$ cat src/rtl/add16_share_arb.sv
// add16_share_arb
//   Round-robin sequencer that shares one 16-bit approximate adder among NREQ
//   requesters. Each grant becomes one tagged result on a single registered
//   valid/ready output channel. The sequence is IDLE -> CALC -> OUT -> IDLE,
//   so one operation completes at most every 3 cycles.
//
//   Approximate adder: O[2:0] = B[2:0]; the carry into bit 3 is A[2];
//   O[15:3] = A[15:3] + B[15:3] + A[2]. There is no carry-out.
//
// Optional feature: macro ADD16_EXACT_BYPASS_EN
//   Adds the req_exact[NREQ] input. For a granted op whose bit is set, the
//   result is computed with an exact 16-bit adder. Timing is unchanged.
//
// Ports
//   clk        rising-edge clock
//   rst        synchronous reset, active high
//   req_valid  per-requester operand valid
//   req_ready  grant; one-hot in IDLE, zero otherwise (combinational)
//   req_a      operand A, requester i on [16i+15:16i]
//   req_b      operand B, same packing
//   req_exact  (ADD16_EXACT_BYPASS_EN only) per-requester exact-add select
//   out_valid  result valid
//   out_ready  result consumer ready
//   out_sum    16-bit result
//   out_id     index of the requester that owns out_sum
//   busy       high whenever the sequencer is not idle
//   op_count   completed result handshakes, wraps
module add16_share_arb #(
    parameter int unsigned NREQ  = 4,
    parameter int unsigned CNT_W = 16,
    localparam int unsigned IDW  = $clog2(NREQ)
) (
    input  logic                 clk,
    input  logic                 rst,
    input  logic [NREQ-1:0]      req_valid,
    output logic [NREQ-1:0]      req_ready,
    input  logic [NREQ*16-1:0]   req_a,
    input  logic [NREQ*16-1:0]   req_b,
`ifdef ADD16_EXACT_BYPASS_EN
    input  logic [NREQ-1:0]      req_exact,
`endif
    output logic                 out_valid,
    input  logic                 out_ready,
    output logic [15:0]          out_sum,
    output logic [IDW-1:0]       out_id,
    output logic                 busy,
    output logic [CNT_W-1:0]     op_count
);

    typedef enum logic [1:0] {
        IDLE = 2'd0,
        CALC = 2'd1,
        OUT  = 2'd2
    } state_t;

    state_t           state;
    logic [IDW-1:0]   rr_ptr;
    logic [15:0]      op_a;
    logic [15:0]      op_b;
    logic [IDW-1:0]   op_id;
    logic             found;
    logic [IDW-1:0]   winner;
    logic [15:0]      sel_a;
    logic [15:0]      sel_b;
    logic [15:0]      calc_sum;
`ifdef ADD16_EXACT_BYPASS_EN
    logic             op_exact;
`endif

    // Shared approximate adder instance.
    function automatic logic [15:0] approx_add(input logic [15:0] a, input logic [15:0] b);
        logic [12:0] hi;
        hi = a[15:3] + b[15:3] + 13'(a[2]);
        return {hi, b[2:0]};
    endfunction

    // Round-robin search starting at rr_ptr.
    always_comb begin
        logic [IDW-1:0] idx;
        found  = 1'b0;
        winner = '0;
        idx    = '0;
        for (int unsigned k = 0; k < NREQ; k++) begin
            idx = IDW'((32'(rr_ptr) + k) % NREQ);
            if (!found && req_valid[idx]) begin
                found  = 1'b1;
                winner = idx;
            end
        end
    end

    // Grant is only offered in IDLE and never while reset is asserted.
    always_comb begin
        req_ready = '0;
        if (!rst && state == IDLE && found) begin
            req_ready[winner] = 1'b1;
        end
    end

    assign sel_a = req_a[32'(winner) * 16 +: 16];
    assign sel_b = req_b[32'(winner) * 16 +: 16];

`ifdef ADD16_EXACT_BYPASS_EN
    assign calc_sum = op_exact ? (op_a + op_b) : approx_add(op_a, op_b);
`else
    assign calc_sum = approx_add(op_a, op_b);
`endif

    assign busy = (state != IDLE);

    // Sequencer: grant/latch, compute, present result until accepted.
    always_ff @(posedge clk) begin
        if (rst) begin
            state     <= IDLE;
            rr_ptr    <= '0;
            op_a      <= '0;
            op_b      <= '0;
            op_id     <= '0;
            out_valid <= 1'b0;
            out_sum   <= '0;
            out_id    <= '0;
            op_count  <= '0;
`ifdef ADD16_EXACT_BYPASS_EN
            op_exact  <= 1'b0;
`endif
        end else begin
            case (state)
                IDLE: begin
                    if (found) begin
                        op_a   <= sel_a;
                        op_b   <= sel_b;
                        op_id  <= winner;
`ifdef ADD16_EXACT_BYPASS_EN
                        op_exact <= req_exact[winner];
`endif
                        rr_ptr <= IDW'((32'(winner) + 32'd1) % NREQ);
                        state  <= CALC;
                    end
                end
                CALC: begin
                    out_sum   <= calc_sum;
                    out_id    <= op_id;
                    out_valid <= 1'b1;
                    state     <= OUT;
                end
                OUT: begin
                    // No re-grant in the handshake cycle; IDLE arbitrates next cycle.
                    if (out_ready) begin
                        out_valid <= 1'b0;
                        op_count  <= op_count + CNT_W'(1);
                        state     <= IDLE;
                    end
                end
                default: state <= IDLE;
            endcase
        end
    end

endmodule

$ cat config.mk
export PLATFORM = sky130hd
export DESIGN_NAME = add16_share_arb
export DESIGN_NICKNAME = d
export VERILOG_FILES = /design/src/rtl/add16_share_arb.sv
export SDC_FILE = /design/constraint.sdc
export NUM_CORES = 1
export LEC_CHECK = 0
export ABC_AREA = 1
export CORE_UTILIZATION = 42
export DETAILED_ROUTE_END_ITERATION = 16
export PLACE_DENSITY_LB_ADDON = 0.3
export SLEW_MARGIN = 25
export SYNTH_ARGS = -nofsm -noshare
export SYNTH_HDL_FRONTEND = slang
export SYNTH_SLANG_ARGS = --single-unit
export TNS_END_PERCENT = 10
$ cat constraint.sdc
create_clock -name clk -period 2 [get_ports clk]
set_input_delay 0.2 -clock clk [delete_from_list [all_inputs] [get_ports clk]]
set_output_delay 0.2 -clock clk [all_outputs]
set_load 0.005 [all_outputs]
==> results.md <==
| Metric | This run |
| --- | --- |
| Maximum clock rate | 435.9 MHz |
| Path type of the worst min-delay path | input port to flop |
| Fraction of synthesis flops using an asynchronous set or reset pin | 0% |
| End of the worst register-to-register path | op_b[0] |
| Average wire per standard cell | 12.34 um |
| Via-per-instance ratio | 4.795 |
| Critical Path Sink Type | output port |
| Port Buf Inserts | 166 |
| Number of global-route vias before repair | 5504 |
| Via Count | 5888 |
| Most area-hungry cell type in the Yosys netlist | dfxtp_1 |
| Count of H-tree levels built during CTS | 3 |
| Register-to-register setup slack | -0.14 ns |
| TritonCTS clock tree | built |
| Type of the worst setup path | flop to output port |
| Cell with the most instances after synthesis | inv_1 |
| Clock input transition at the sequential cells of the worst setup and hold paths | 0.06 ns |
| Share of post-route cells with drive strength above 1 | 13.58% |
| Mapped Avg Cell Area | 5.936 um2 |
| Root Buffer Master | clkbuf_16 |
| Congestion Overflow GR | 0 |
| IO Pins | 175 |
| Result of the run | finished with violations |
| Placed insts | 1199 |
| Portion of synthesized cell area occupied by the leading cell type | 27.30% |
| Routed metal-1 wirelength | 6667 um |
| Non-Filler Cell Area, Final | 7970 um2 |
| CP endpoint | req_ready[3] |
| Netlist area before placement | 5206 um2 |
| Cell Count, Final, Fillers Out | 1228 |
| Number of cells produced by synthesis | 877 |
| Final weighted congestion in routability-driven placement | 0.8633 |
| Vert. Die Dim | 113.3 um |
| Number of DRC markers after the initial detailed-route iteration | 354 |
| Total Neg Setup Slack | -4.125 ns |
| Cts hold-fix bufs | 0 |
| Residual DRC | 0 |
| Leak Pwr | 4.095 nW |
| Nets | 1208 |
| Worst EP arrival | 2.09 ns |
| Clk_skew | 0.008545 ns |
| Failing checks | setup timing |
| Die area | 12840 um2 |
| Wire length after detailed routing | 15150 um |
| Reg-to-reg critical path startpoint | rr_ptr[0] |
| Met3 wirelength from detailed routing | 844 um |
| Pin count of the biggest net entering global routing | 50 |
| All-layer global routing usage | 24.47% |
| Maximum buffer depth of the clock tree | 2 |
| Horizontal die dimension | 113.3 um |
| Min Tclk post-route | 2.294 ns |
| Number of failing hold endpoints at the final stage | 0 |
| Commonest register cell after synthesis | dfxtp_1 |
| Post-synthesis sequential area ratio | 27.30% |
| Measured slew at the worst slew-check pin | 0.5274 ns |
| End-of-flow core utilization | 66.08% |
| Number of antenna violations at the first check in global routing | 0 |
| Reg2Reg Depth | 16 |
| Worst path required time | 1.80 ns |
| Initial core utilization | 43.16% |
| Number of rows in the core area | 40 |
| Synth Register Bits | 71 |
| Yosys warning count | 0 |
| Synth unique cells | 31 |
| Top routing layer in use | met4 |
| Final worst setup slack | -0.2941 ns |
| Clock network latency to the later pin of the worst-skew pair | 0.33 ns |
| Worst rel slew slack | 64.84% |
| Maximum resistive drop on vdd | 0.0008589 V |
| Number of nets in the synthesized netlist | 1030 |
| Maximum Capacitance Violations | 0 |
| Number of enable flip-flop cells after synthesis | 0 |
| Total length of routed met2 wires | 7367 um |
| Filler instances | 1073 |
| Clock sink count | 71 |
| 1st-pass router iterations | 7 |
| CP Max Fanout | 9 |
| Final worst path period share | 114.7% |
| Leading cell types by total area after synthesis | dfxtp_1 (27%), inv_1 (14%), nand2_1 (11%) |
| Setup repair after global routing missed its margin | yes |
| Critical Path Source | rr_ptr[0] |
| Ranking of synthesized cells by instance count | inv_1 (195), nand2_1 (156), nor2_1 (113), nand3_1 (108), dfxtp_1 (71) |
| Sum of net half-perimeters after detailed placement | 10960 um |
| Post-detailed-route count of antenna-violating nets | 0 |
| Cts bufs inserted | 9 |
| Power per unit of standard cell area | 1547 nW/um2 |
| CP Launch Type | flop |
| Number of slew-limit violations in the final report | 0 |
| Count of antenna diodes in the layout | 0 |
| Standard cell core area | 12060 um2 |
| Area Overhead vs Synth | 53.09% |
| Wire length of the first global-routing pass | 25610 um |
| Number of setup violations in the final report | 34 |
| Dpl cell area | 7213 um2 |
| Final-layout worst hold slack | 0.2391 ns |
## worst min path at each step
stage                             from  cells past startpoint  slack [ns]      endpoint
after CTS                          rst                      4        0.21      state[0]
after detailed placement     out_valid                      2        0.46     out_valid
after global placement    op_count[15]                      2        0.46  op_count[15]
after floorplan              out_ready                      3        0.38      state[1]
after global routing               rst                      4        0.26      state[0]
final                              rst                      4        0.24      state[0]
## stage by stage
step / setup WS (ns) / power [mW]
finish: -0.2941 / 12.33
global placement: -0.4683 / 9.294
detailed placement: -0.5052 / 9.369
global route: -0.4179 / 13.47
CTS: -0.1912 / 11.75
floorplan: 0.01890 / 6.991
## logic make-up after synthesis
group           Yosys count  share of synthesized area (%)
flops                    71                          27.30
xor+xnor                 13                          2.187
simple gates            452                          39.44
buf+inv                 248                          18.87
compound gates           75                          7.594
fa+ha+maj                18                          4.614
## worst max-delay path, stage by stage, from the launching register on
cell     delay (ns)
dfxtp_4        0.40
inv_6          0.06
nand2_2        0.06
nand2_2        0.09
nand2_2        0.10
nand2_2        0.07
nor2_4         0.15
nand4_1        0.19
nand2_4        0.14
buf_6          0.12
inv_6          0.04
ha_2           0.16
inv_1          0.04
nor2_1         0.03
buf_2          0.12
## final cells by class
| class | count | area, um2 | share of cell area (%) |
|---|---|---|---|
| flip-flops and latches | 71 | 1430 | 17.94 |
| clock inverters | 6 | 116.4 | 1.460 |
| multi-input cells | 558 | 3062 | 38.41 |
| clock buffers | 10 | 239.0 | 2.998 |
| repair buffers | 215 | 2150 | 26.97 |
| well taps | 168 | 210.2 | 2.637 |
| inverters | 200 | 763.2 | 9.576 |
## flip-flops by register name, indices dropped and copies added, names as in the netlist
signal,flops
op_b,16
op_count,16
out_sum,16
op_a,14
op_id,2
out_id,2
rr_ptr,2
state,2
out_valid,1
## power breakdown
| part | internal, mW | switching (mW) | leakage, nW | total [mW] |
|---|---|---|---|---|
| sequential | 1.87 | 0.300 | 0.587 | 2.17 |
| clock | 1.26 | 0.604 | 0.173 | 1.86 |
| combinational | 3.45 | 4.85 | 3.33 | 8.30 |
| total | 6.58 | 5.75 | 4.09 | 12.3 |
## placed cells by master (no fill, tap or decap), types with 2 or more instances in the layout
master,count
o211ai_1,2
ha_1,12
clkinv_4,2
buf_12,7
clkdlybuf4s50_1,161
buf_2,5
buf_4,32
o21ai_1,9
a21oi_1,26
nor2_1,108
a211oi_1,2
nand2_1,139
o21ai_0,25
ha_4,3
inv_2,7
xor2_1,9
nor2_2,5
nor3_1,2
inv_1,190
nand3_4,4
o21a_1,3
xnor2_1,4
dfxtp_4,2
a21oi_2,5
fa_2,2
nand4_1,63
bufinv_16,3
nand3_1,91
clkbuf_16,9
nand2_2,16
nand3_2,16
nand2_4,5
dfxtp_1,68
inv_6,3
buf_6,8
## per-layer routing
metal  track usage [%]  vias up
li1                  -     3098
met1             31.21     2583
met2             42.00      178
met3             4.767       29
met4             6.667        0
met5                 0        -
## what timing repair did
action                     in CTS  in global routing
setup endpoints to repair      39                 42
gates resized for setup        72                 44
pin swaps                      30                 24
buffers inserted                7                  7
(Power assumes the default switching activity.)
